--- src/rtl/spi_xfer_seq.sv ---
`timescale 1ns/1ps
`default_nettype none
// ============================================================================
// Module   : spi_xfer_seq
// Purpose  : Transaction sequencer in front of spi_core. Accepts one transfer
//            descriptor at a time and loads the core frame counter. It owns
//            the active-low chip selects and times CS setup, st start/stop,
//            CS hold and the inter-transfer gap.
// Revision : 1.0 - initial release
// ----------------------------------------------------------------------------
// Ports
//   clk_i            in   clock
//   rst_n_i          in   asynchronous active-low reset
//   req_valid_i      in   descriptor valid
//   req_ready_o      out  descriptor accepted when valid && ready (idle only)
//   req_cs_i         in   target chip-select index
//   req_rwm_i        in   1 = read after cmd/addr, 0 = write only
//   req_trl_i        in   frames in transfer minus 1
//   req_cal_i        in   frame-count threshold for cmd/addr phase
//   abort_i          in   terminate current transfer
//   core_st_o        out  spi_core start
//   core_trl_valid_o out  spi_core frame-count load strobe
//   core_trl_o       out  spi_core frame count
//   core_cal_o       out  spi_core cmd/addr threshold, held until next accept
//   core_rwm_o       out  spi_core rw mode, held until next accept
//   core_busy_i      in   spi_core busy
//   core_last_i      in   spi_core last frame
//   nss_o            out  active-low chip selects, at most one low
//   busy_o           out  sequencer not idle
//   done_o           out  1-cycle pulse on transfer completion
//   aborted_o        out  1-cycle pulse with done_o when the transfer aborted
// ============================================================================
module spi_xfer_seq #(
  parameter int CS_NUM    = 4,
  parameter int TRL_WIDTH = 8,
  parameter int SETUP_CYC = 2,
  parameter int HOLD_CYC  = 2,
  parameter int GAP_CYC   = 4
) (
  input  logic                      clk_i,
  input  logic                      rst_n_i,
  input  logic                      req_valid_i,
  output logic                      req_ready_o,
  input  logic [$clog2(CS_NUM)-1:0] req_cs_i,
  input  logic                      req_rwm_i,
  input  logic [TRL_WIDTH-1:0]      req_trl_i,
  input  logic [TRL_WIDTH-1:0]      req_cal_i,
  input  logic                      abort_i,
  output logic                      core_st_o,
  output logic                      core_trl_valid_o,
  output logic [TRL_WIDTH-1:0]      core_trl_o,
  output logic [TRL_WIDTH-1:0]      core_cal_o,
  output logic                      core_rwm_o,
  input  logic                      core_busy_i,
  input  logic                      core_last_i,
  output logic [CS_NUM-1:0]         nss_o,
  output logic                      busy_o,
  output logic                      done_o,
  output logic                      aborted_o
);

  localparam int CS_W    = $clog2(CS_NUM);
  localparam int MAX_A   = (SETUP_CYC > HOLD_CYC) ? SETUP_CYC : HOLD_CYC;
  localparam int MAX_CYC = (MAX_A > GAP_CYC) ? MAX_A : GAP_CYC;
  localparam int CNT_W   = $clog2(MAX_CYC + 1);

  // Counters are loaded with N-1 on state entry so each timed state lasts
  // exactly N cycles; the exit fires when the count reaches zero.
  localparam logic [CNT_W-1:0] SETUP_LD = CNT_W'(SETUP_CYC - 1);
  localparam logic [CNT_W-1:0] HOLD_LD  = CNT_W'(HOLD_CYC - 1);
  localparam logic [CNT_W-1:0] GAP_LD   = CNT_W'(GAP_CYC - 1);

  typedef enum logic [2:0] {
    S_IDLE  = 3'd0,
    S_LOAD  = 3'd1,
    S_SETUP = 3'd2,
    S_XFER  = 3'd3,
    S_HOLD  = 3'd4,
    S_GAP   = 3'd5
  } state_t;

  state_t                 state_q, state_d;
  logic [CNT_W-1:0]       cnt_q, cnt_d;
  logic [CS_NUM-1:0]      nss_q, nss_d;
  logic [TRL_WIDTH-1:0]   trl_q, trl_d;
  logic [TRL_WIDTH-1:0]   cal_q, cal_d;
  logic                   rwm_q, rwm_d;
  logic                   st_q, st_d;
  logic                   seen_busy_q, seen_busy_d;
  logic                   abort_q, abort_d;
  logic                   done_q, done_d;
  logic                   aborted_q, aborted_d;
  logic                   abort_hit;
  logic [CS_NUM-1:0]      cs_dec;

  // An out-of-range index matches no bit, so no chip select is asserted.
  always_comb begin
    cs_dec = '1;
    for (int i = 0; i < CS_NUM; i++) begin
      if (req_cs_i == CS_W'(i)) cs_dec[i] = 1'b0;
    end
  end

  always_ff @(posedge clk_i or negedge rst_n_i) begin
    if (!rst_n_i) begin
      state_q     <= S_IDLE;
      cnt_q       <= '0;
      nss_q       <= '1;
      trl_q       <= '0;
      cal_q       <= '0;
      rwm_q       <= 1'b0;
      st_q        <= 1'b0;
      seen_busy_q <= 1'b0;
      abort_q     <= 1'b0;
      done_q      <= 1'b0;
      aborted_q   <= 1'b0;
    end else begin
      state_q     <= state_d;
      cnt_q       <= cnt_d;
      nss_q       <= nss_d;
      trl_q       <= trl_d;
      cal_q       <= cal_d;
      rwm_q       <= rwm_d;
      st_q        <= st_d;
      seen_busy_q <= seen_busy_d;
      abort_q     <= abort_d;
      done_q      <= done_d;
      aborted_q   <= aborted_d;
    end
  end

  always_comb begin
    state_d     = state_q;
    cnt_d       = cnt_q;
    nss_d       = nss_q;
    trl_d       = trl_q;
    cal_d       = cal_q;
    rwm_d       = rwm_q;
    st_d        = st_q;
    seen_busy_d = seen_busy_q;
    abort_d     = abort_q;
    done_d      = 1'b0;
    aborted_d   = 1'b0;
    abort_hit   = 1'b0;

    case (state_q)
      S_IDLE: begin
        if (req_valid_i) begin
          state_d = S_LOAD;
          nss_d   = cs_dec;
          trl_d   = req_trl_i;
          cal_d   = req_cal_i;
          rwm_d   = req_rwm_i;
          abort_d = 1'b0;
        end
      end
      S_LOAD: begin
        if (abort_i) begin
          abort_hit = 1'b1;
        end else begin
          state_d = S_SETUP;
          cnt_d   = SETUP_LD;
        end
      end
      S_SETUP: begin
        if (abort_i) begin
          abort_hit = 1'b1;
        end else if (cnt_q == '0) begin
          state_d     = S_XFER;
          st_d        = 1'b1;
          seen_busy_d = 1'b0;
        end else begin
          cnt_d = cnt_q - 1'b1;
        end
      end
      S_XFER: begin
        // last is only trusted once the core has reported busy for this
        // transfer; before that it may reflect the previous frame count.
        if (abort_i) begin
          abort_hit = 1'b1;
        end else if (seen_busy_q && core_last_i) begin
          state_d = S_HOLD;
          st_d    = 1'b0;
          cnt_d   = HOLD_LD;
        end else if (core_busy_i) begin
          seen_busy_d = 1'b1;
        end
      end
      S_HOLD: begin
        if (cnt_q == '0) begin
          state_d   = S_GAP;
          cnt_d     = GAP_LD;
          nss_d     = '1;
          done_d    = 1'b1;
          aborted_d = abort_q;
          abort_d   = 1'b0;
        end else begin
          cnt_d = cnt_q - 1'b1;
        end
      end
      S_GAP: begin
        if (cnt_q == '0) begin
          state_d = S_IDLE;
        end else begin
          cnt_d = cnt_q - 1'b1;
        end
      end
      default: begin
        state_d = S_IDLE;
      end
    endcase

    if (abort_hit) begin
      state_d = S_HOLD;
      st_d    = 1'b0;
      cnt_d   = HOLD_LD;
      abort_d = 1'b1;
    end
  end

  assign req_ready_o      = (state_q == S_IDLE);
  assign busy_o           = (state_q != S_IDLE);
  assign core_trl_valid_o = (state_q == S_LOAD);
  assign core_trl_o       = trl_q;
  assign core_cal_o       = cal_q;
  assign core_rwm_o       = rwm_q;
  assign core_st_o        = st_q;
  assign nss_o            = nss_q;
  assign done_o           = done_q;
  assign aborted_o        = aborted_q;

endmodule
`default_nettype wire

--- config.mk ---
export PLATFORM = sky130hd
export DESIGN_NAME = spi_xfer_seq
export DESIGN_NICKNAME = d
export VERILOG_FILES = /design/src/rtl/spi_xfer_seq.sv
export SDC_FILE = /design/constraint.sdc
export NUM_CORES = 1
export LEC_CHECK = 0
export ABC_AREA = 1
export CAP_MARGIN = 20
export CORE_MARGIN = 1
export CORE_UTILIZATION = 47
export DETAILED_ROUTE_END_ITERATION = 10
export PLACE_DENSITY = 0.9
export RECOVER_POWER = 100
export SYNTH_ARGS = -nofsm -noshare
export SYNTH_HDL_FRONTEND = slang
export SYNTH_SLANG_ARGS = --single-unit
--- constraint.sdc ---
create_clock -name clk_i -period 1.48 [get_ports clk_i]
set_input_delay 0.296 -clock clk_i [delete_from_list [all_inputs] [get_ports clk_i]]
set_output_delay 0.296 -clock clk_i [all_outputs]
set_load 0.05 [all_outputs]
==> results.cfg, run 1 <==
[power_and_ir_drop]
power_density_nw_per_um2 = 2810
vdd_ir_drop_max_mv = 1.49
static-leakage-power_nw = 1.41
finalPower_mw = 7.85

[cells_and_area]
layout-area-overhead-vs-synth_pct = 61.4
final.fill_count = 170
ratio_of_cells_with_drive_above_1_in_the_final_layout_pct = 35.8
layout.core_utilization_pct = 81.1
num_antenna_cells = 0
fin_area_um2 = 2790
nets = 311

[timing]
grt_setup_unrepaired = yes
fin_tns_setup_ns = -0.0575
fmax_ghz = 0.660
worst_clock_skew_ns = 0.00642
final_period_minus_worst_setup_slack_ns = 1.51
slew_headroom_pct = 49.0
postLayoutSetupSlackWorst_ns = -0.0349
hold_slack_final_ns = 0.505
period_share_pct = 102
hold_viol_final = 0
worst_pin_slew_ns = 0.765
setup-violations-final = 3
report.final.slew_viol_count = 0

[critical_path]
worstSetupStartpoint = cnt_q[0]
end_kind = flip-flop
required_ns = 1.72
arrival_ns = 1.75
regToRegStartpoint = cnt_q[0]
critical_path_peak_fanout = 4
worstSetupStartpointType = flip-flop
worst-setup-path-type = reg -> reg

[global_routing]
via_count_of_the_first_global_routing_pass = 1762
antenna_found_initial = 0
grt_use_total_pct = 30.1
grt_pass1_wl_um = 8740
grt_max_degree = 33
gr-total-overflow = 0

[route]
avgViaCountPerCell = 5.57
routed_vias = 1844
dr.pass1.iters = 5
drc_errors = 0
routed_wirelength_um = 5870
drt.antenna.violating_nets = 0
post_drt_wl_per_cell_um = 17.7
drt_iter0_markers = 138

[synth]
synth_fp_nets = 240
yosys-top-cells-area = sky130_fd_sc_hd__dfrtp_1 (40%), sky130_fd_sc_hd__nand2_1 (18%), sky130_fd_sc_hd__nand3_1 (8.4%), sky130_fd_sc_hd__dfstp_2 (6.1%), sky130_fd_sc_hd__inv_1 (3.5%)
synth_warnings = 0
synth.ff_latch_count = 32
post_synth_num_cell_types = 27
post_synth_instance_area_um2 = 1730
synth_top_cell_area_share_pct = 40.5
seq_area_frac_synth_pct = 46.6
synth_area_leader_cell = sky130_fd_sc_hd__dfrtp_1
synthCells = 213
synthesis.area_per_instance_um2 = 8.12

[clock_network]
clock_insertion_delay_worst_skew_ns = 0.29
cts-htree-levels = 2
root_buffer = sky130_fd_sc_hd__clkbuf_8
tritoncts = yes
ctsLongestPathBuffers = 2
clk_transition_reported_paths_ns = 0.07
cts_buf_count = 5
clock_sink_count = 32
postCtsHoldBufs = 0

[run_status]
run_status = finished, violations left
failed_checks = setup timing

[min_path]
timing.hold.worst.start = seen_busy_q
min_path_type = reg -> reg

[placed_design]
port_buf_inserts = 51
gp_weighted_congestion = 0.979
dpl_cell_area_um2 = 2600
dpl.hpwl_um = 3500

[die]
placementRows = 21
start_util_pct = 50.3
core-area_um2 = 3440
io_pins = 52
fp.dieArea_um2 = 3930
die_height_um = 62.7
die_w_um = 62.7

[run]
timing.max_cap.violations = 0
==> metal layers <==
layer | up-vias | GRT usage (%) | routed length, um
li1 | 811 | - | -
met1 | 861 | 32.3 | 2040
met2 | 127 | 51.0 | 3000
met3 | 45 | 8.58 | 424
met4 | 0 | 20.9 | 408
met5 | - | 0 | 0
==> final cells by class <==
| type | count | area, um^2 | area share, % |
|---|---|---|---|
| clock inverter | 2 | 35.0 | 1.25 |
| clock buffer | 6 | 72.6 | 2.60 |
| inverter | 19 | 83.8 | 3.00 |
| timing repair buffer | 72 | 910 | 32.6 |
| multi-input combinational | 154 | 825 | 29.5 |
| sequential | 32 | 810 | 29.0 |
| tap | 46 | 57.6 | 2.06 |
==> per-stage QoR <==
step           cells  worst slack (ns)
5_1_grt          331           -0.0799
2_1_floorplan    213            0.0111
3_5_place_dp     314           -0.0538
3_3_place_gp     314          -0.00747
6_report         331           -0.0349
4_1_cts          328          -0.00607
==> cell families (layout without fill, tap and decap cells) <==
| group | Yosys count | count (layout) | synth area share, % |
|---|---|---|---|
| buffers and inverters | 27 | 99 | 9.04 |
| adders and majority gates | 2 | 2 | 1.45 |
| DFF | 32 | 32 | 46.6 |
| and+or+nand+nor | 140 | 140 | 38.2 |
| xor gates and xnor gates | 1 | 1 | 0.506 |
| AOI/OAI and AO/OA | 11 | 11 | 4.27 |
==> state kept, by name, summed over array words and instances (netlist names), 3 cells and up <==
register	flops
core_cal_o	8
core_trl_o	8
nss_o	4
cnt_q	3
state_q	3
==> critical path, stage by stage, from the launching register on <==
cell and delay (ns):
sky130_fd_sc_hd__dfrtp_1 0.40, sky130_fd_sc_hd__inv_2 0.09, sky130_fd_sc_hd__ha_4 0.13, sky130_fd_sc_hd__inv_2 0.04, sky130_fd_sc_hd__nor2_4 0.17, sky130_fd_sc_hd__buf_6 0.13
sky130_fd_sc_hd__nand4_1 0.19, sky130_fd_sc_hd__nand2_2 0.17, sky130_fd_sc_hd__nand2_1 0.09, sky130_fd_sc_hd__nand2_1 0.06
==> repair_timing <==
action | 4_1_cts | 5_1_grt
setup buffers | 6 | 3
gates resized for setup | 4 | 20
endpoints found under the setup margin | 6 | 14
gates cloned | 0 | 0
pin swaps | 2 | 6
==> synthesized netlist by cell type <==
| library cell | n |
|---|---|
| sky130_fd_sc_hd__nand4_1 | 1 |
| sky130_fd_sc_hd__inv_1 | 16 |
| sky130_fd_sc_hd__clkinv_4 | 1 |
| sky130_fd_sc_hd__nor3_1 | 1 |
| sky130_fd_sc_hd__o21ai_0 | 2 |
| sky130_fd_sc_hd__nand3_2 | 1 |
| sky130_fd_sc_hd__o21ai_2 | 1 |
| sky130_fd_sc_hd__xor2_1 | 1 |
| sky130_fd_sc_hd__dfrtp_1 | 28 |
| sky130_fd_sc_hd__a21oi_1 | 4 |
| sky130_fd_sc_hd__ha_1 | 2 |
| sky130_fd_sc_hd__inv_6 | 1 |
| sky130_fd_sc_hd__nand3_1 | 29 |
| sky130_fd_sc_hd__nand2_2 | 3 |
| sky130_fd_sc_hd__buf_1 | 1 |
| sky130_fd_sc_hd__nand2_4 | 1 |
| sky130_fd_sc_hd__buf_6 | 5 |
| sky130_fd_sc_hd__nand2_1 | 81 |
| sky130_fd_sc_hd__nor2_1 | 11 |
| sky130_fd_sc_hd__inv_2 | 1 |
| sky130_fd_sc_hd__buf_4 | 2 |
| sky130_fd_sc_hd__nor2_4 | 1 |
| sky130_fd_sc_hd__dfstp_2 | 4 |
| sky130_fd_sc_hd__a21oi_2 | 4 |
| sky130_fd_sc_hd__nor2_2 | 8 |
| sky130_fd_sc_hd__nand3_4 | 1 |
| sky130_fd_sc_hd__nand2_8 | 2 |
==> final timing paths <==
check,end,slack (ns),cells after the start
max in group asynchronous,state_q[1],0.33,2
min reg2reg,seen_busy_q,0.51,2
max,cnt_q[0],-0.03,9
max reg2reg,cnt_q[0],-0.03,9
min in group asynchronous,core_trl_o[1],0.61,2
min,seen_busy_q,0.51,2
==> cell usage in the layout (no fill, tap or decap), types with 2 or more instances in the layout <==
master | synthesis | final
sky130_fd_sc_hd__dfrtp_2 | 0 | 3
sky130_fd_sc_hd__nand3_1 | 29 | 26
sky130_fd_sc_hd__nor2_4 | 1 | 3
sky130_fd_sc_hd__inv_2 | 1 | 4
sky130_fd_sc_hd__clkbuf_8 | 0 | 5
sky130_fd_sc_hd__nor2_1 | 11 | 10
sky130_fd_sc_hd__nor2_2 | 8 | 7
sky130_fd_sc_hd__a21oi_2 | 4 | 5
sky130_fd_sc_hd__nand2_1 | 81 | 76
sky130_fd_sc_hd__clkinv_4 | 1 | 2
sky130_fd_sc_hd__nand2_8 | 2 | 2
sky130_fd_sc_hd__inv_1 | 16 | 12
sky130_fd_sc_hd__a21oi_1 | 4 | 3
sky130_fd_sc_hd__dfstp_2 | 4 | 4
sky130_fd_sc_hd__clkbuf_2 | 0 | 3
sky130_fd_sc_hd__nand3_2 | 1 | 4
sky130_fd_sc_hd__buf_12 | 0 | 25
sky130_fd_sc_hd__clkdlybuf4s50_1 | 0 | 23
sky130_fd_sc_hd__nand2_2 | 3 | 8
sky130_fd_sc_hd__o21ai_0 | 2 | 2
sky130_fd_sc_hd__dfrtp_1 | 28 | 25
sky130_fd_sc_hd__buf_4 | 2 | 19
==> power by group <==
part | total, mW | internal (mW) | switching [mW]
registers | 1.78 | 1.32 | 0.467
logic | 5.24 | 2.21 | 3.03
clock network | 0.826 | 0.499 | 0.327
total | 7.85 | 4.02 | 3.83
Power figures use the tool's default switching activity.
==> run 2: changes to the inputs <==
--- a/config.mk
+++ b/config.mk
@@ -11,7 +11,6 @@
 export CORE_UTILIZATION = 47
 export DETAILED_ROUTE_END_ITERATION = 10
 export PLACE_DENSITY = 0.9
-export RECOVER_POWER = 100
 export SYNTH_ARGS = -nofsm -noshare
 export SYNTH_HDL_FRONTEND = slang
 export SYNTH_SLANG_ARGS = --single-unit
==> results.cfg, run 2 (synthesis results as in run 1) <==
[run_status]
run_status = finished, violations left
failed_checks = setup timing

[timing]
fmax_ghz = 0.662
fin_tns_setup_ns = -0.0767
final_period_minus_worst_setup_slack_ns = 1.51
worst_pin_slew_ns = 0.322
setup-violations-final = 3
period_share_pct = 102
worst_clock_skew_ns = 0.00668
postLayoutSetupSlackWorst_ns = -0.0297
hold_viol_final = 0
report.final.slew_viol_count = 0
grt_setup_unrepaired = yes
slew_headroom_pct = 78.4

[cells_and_area]
ratio_of_cells_with_drive_above_1_in_the_final_layout_pct = 35.8
regArea_um2 = 810
mostFrequentLayoutCell = sky130_fd_sc_hd__nand2_1
final.fill_count = 164
nets = 311
multi_input_gate_area_in_the_final_layout_um2 = 825
num_antenna_cells = 0
layout.core_utilization_pct = 82.4
final_cell_mix = sky130_fd_sc_hd__nand2_1 (76), sky130_fd_sc_hd__buf_12 (28), sky130_fd_sc_hd__nand3_1 (26)
layout-area-overhead-vs-synth_pct = 64.0

[global_routing]
grt_max_degree = 33
antenna_found_initial = 0
grt_pass1_wl_um = 8740
grt_use_total_pct = 30.1
gr-total-overflow = 0
via_count_of_the_first_global_routing_pass = 1762

[route]
drt.antenna.violating_nets = 0
dr.pass1.iters = 6
routed_wirelength_um = 5910
post_drt_wl_per_cell_um = 17.8
drc_errors = 0
drt_iter0_markers = 138
routed_vias = 1868
avgViaCountPerCell = 5.64

[power_and_ir_drop]
static-leakage-power_nw = 1.42
vdd_ir_drop_max_mv = 1.49
power_density_nw_per_um2 = 2790

[min_path]
min_path_type = in -> async

[clock_network]
ctsLongestPathBuffers = 2
tritoncts = yes
root_buffer = sky130_fd_sc_hd__clkbuf_8
clk_transition_reported_paths_ns = 0.07
cts_buf_count = 5
clock_insertion_delay_worst_skew_ns = 0.29
cts-htree-levels = 2
clock_sink_count = 32

[critical_path]
arrival_ns = 1.75
end_kind = flip-flop
required_ns = 1.72
critical_path_peak_fanout = 4
worstSetupStartpointType = flip-flop
worst-setup-path-type = reg -> reg

[die]
io_pins = 52
placementRows = 21
die_w_um = 62.7
die_height_um = 62.7
core-area_um2 = 3440
start_util_pct = 50.3
fp.dieArea_um2 = 3930

[placed_design]
placement.setup.worst_slack_ns = -0.0538
gp_weighted_congestion = 0.979
dpl.hpwl_um = 3500
port_buf_inserts = 51

[run]
timing.max_cap.violations = 0
-- run 2: path summary, 6_finish.rpt --
kind	slack [ns]	endpoint	from	cells after the start
max in group asynchronous	0.87	nss_o[1]	rst_n_i	2
max reg2reg	-0.03	cnt_q[0]	cnt_q[0]	9
min reg2reg	0.50	seen_busy_q	seen_busy_q	2
max	-0.03	cnt_q[0]	cnt_q[0]	9
min	0.37	core_trl_o[1]	rst_n_i	2
min in group clk_i	0.50	seen_busy_q	seen_busy_q	2
-- run 2: power by group --
part           switching, mW  internal [mW]  total (mW)
combinational           3.04           2.25        5.29
clock                  0.328          0.499       0.826
sequential             0.472           1.32        1.79
-- run 2: cell type report --
type                            count  area share [%]
Timing Repair Buffer               72            33.6
Multi-Input combinational cell    154            29.1
Sequential cell                    32            28.5
Inverter                           19            2.95
Clock buffer                        6            2.56
Tap cell                           46            2.03
Clock inverter                      2            1.23
-- run 2: routing by layer --
metal	share of wire, %	GRT usage [%]	up-vias	wire length, um
met2	51	51.0	130	3000
met5	0	0	-	0
met4	7.2	20.9	0	423
li1	-	-	811	-
met1	35	32.3	880	2100
met3	6.6	8.58	47	392
-- run 2: critical path, cell delays in order, from the launching register on --
cell and delay (ns):
sky130_fd_sc_hd__dfrtp_1 0.39, sky130_fd_sc_hd__inv_2 0.09, sky130_fd_sc_hd__ha_4 0.13, sky130_fd_sc_hd__inv_2 0.04, sky130_fd_sc_hd__nor2_4 0.17, sky130_fd_sc_hd__buf_6 0.14, sky130_fd_sc_hd__nand4_1 0.19, sky130_fd_sc_hd__nand2_2 0.17
sky130_fd_sc_hd__nand2_1 0.08, sky130_fd_sc_hd__nand2_1 0.06
-- run 2: metrics by stage --
stage	instances	hold WS, ns	power, mW	instance area (um^2)
3_5_place_dp	314	0.466	6.49	2600
3_3_place_gp	314	0.458	6.30	2600
5_1_grt	331	0.371	8.24	2840
6_report	331	0.369	7.91	2840
4_1_cts	328	0.372	7.55	2750
2_1_floorplan	213	0.000409	4.38	1730
-- run 2: repair_timing --
item	CTS	global route
cloned	0	0
pin swaps	2	6
hold buffers	0	0
endpoints found under the setup margin	6	14
buffers inserted	6	3
gates resized for setup	4	20
==> run 3: changes to the inputs <==
--- a/config.mk
+++ b/config.mk
@@ -11,6 +11,7 @@
 export CORE_UTILIZATION = 47
 export DETAILED_ROUTE_END_ITERATION = 10
 export PLACE_DENSITY = 0.9
+export SLEW_MARGIN = 10
 export SYNTH_ARGS = -nofsm -noshare
 export SYNTH_HDL_FRONTEND = slang
 export SYNTH_SLANG_ARGS = --single-unit
==> results of run 3 <==
Final layout, timing and power as in run 2 (identical DEF).
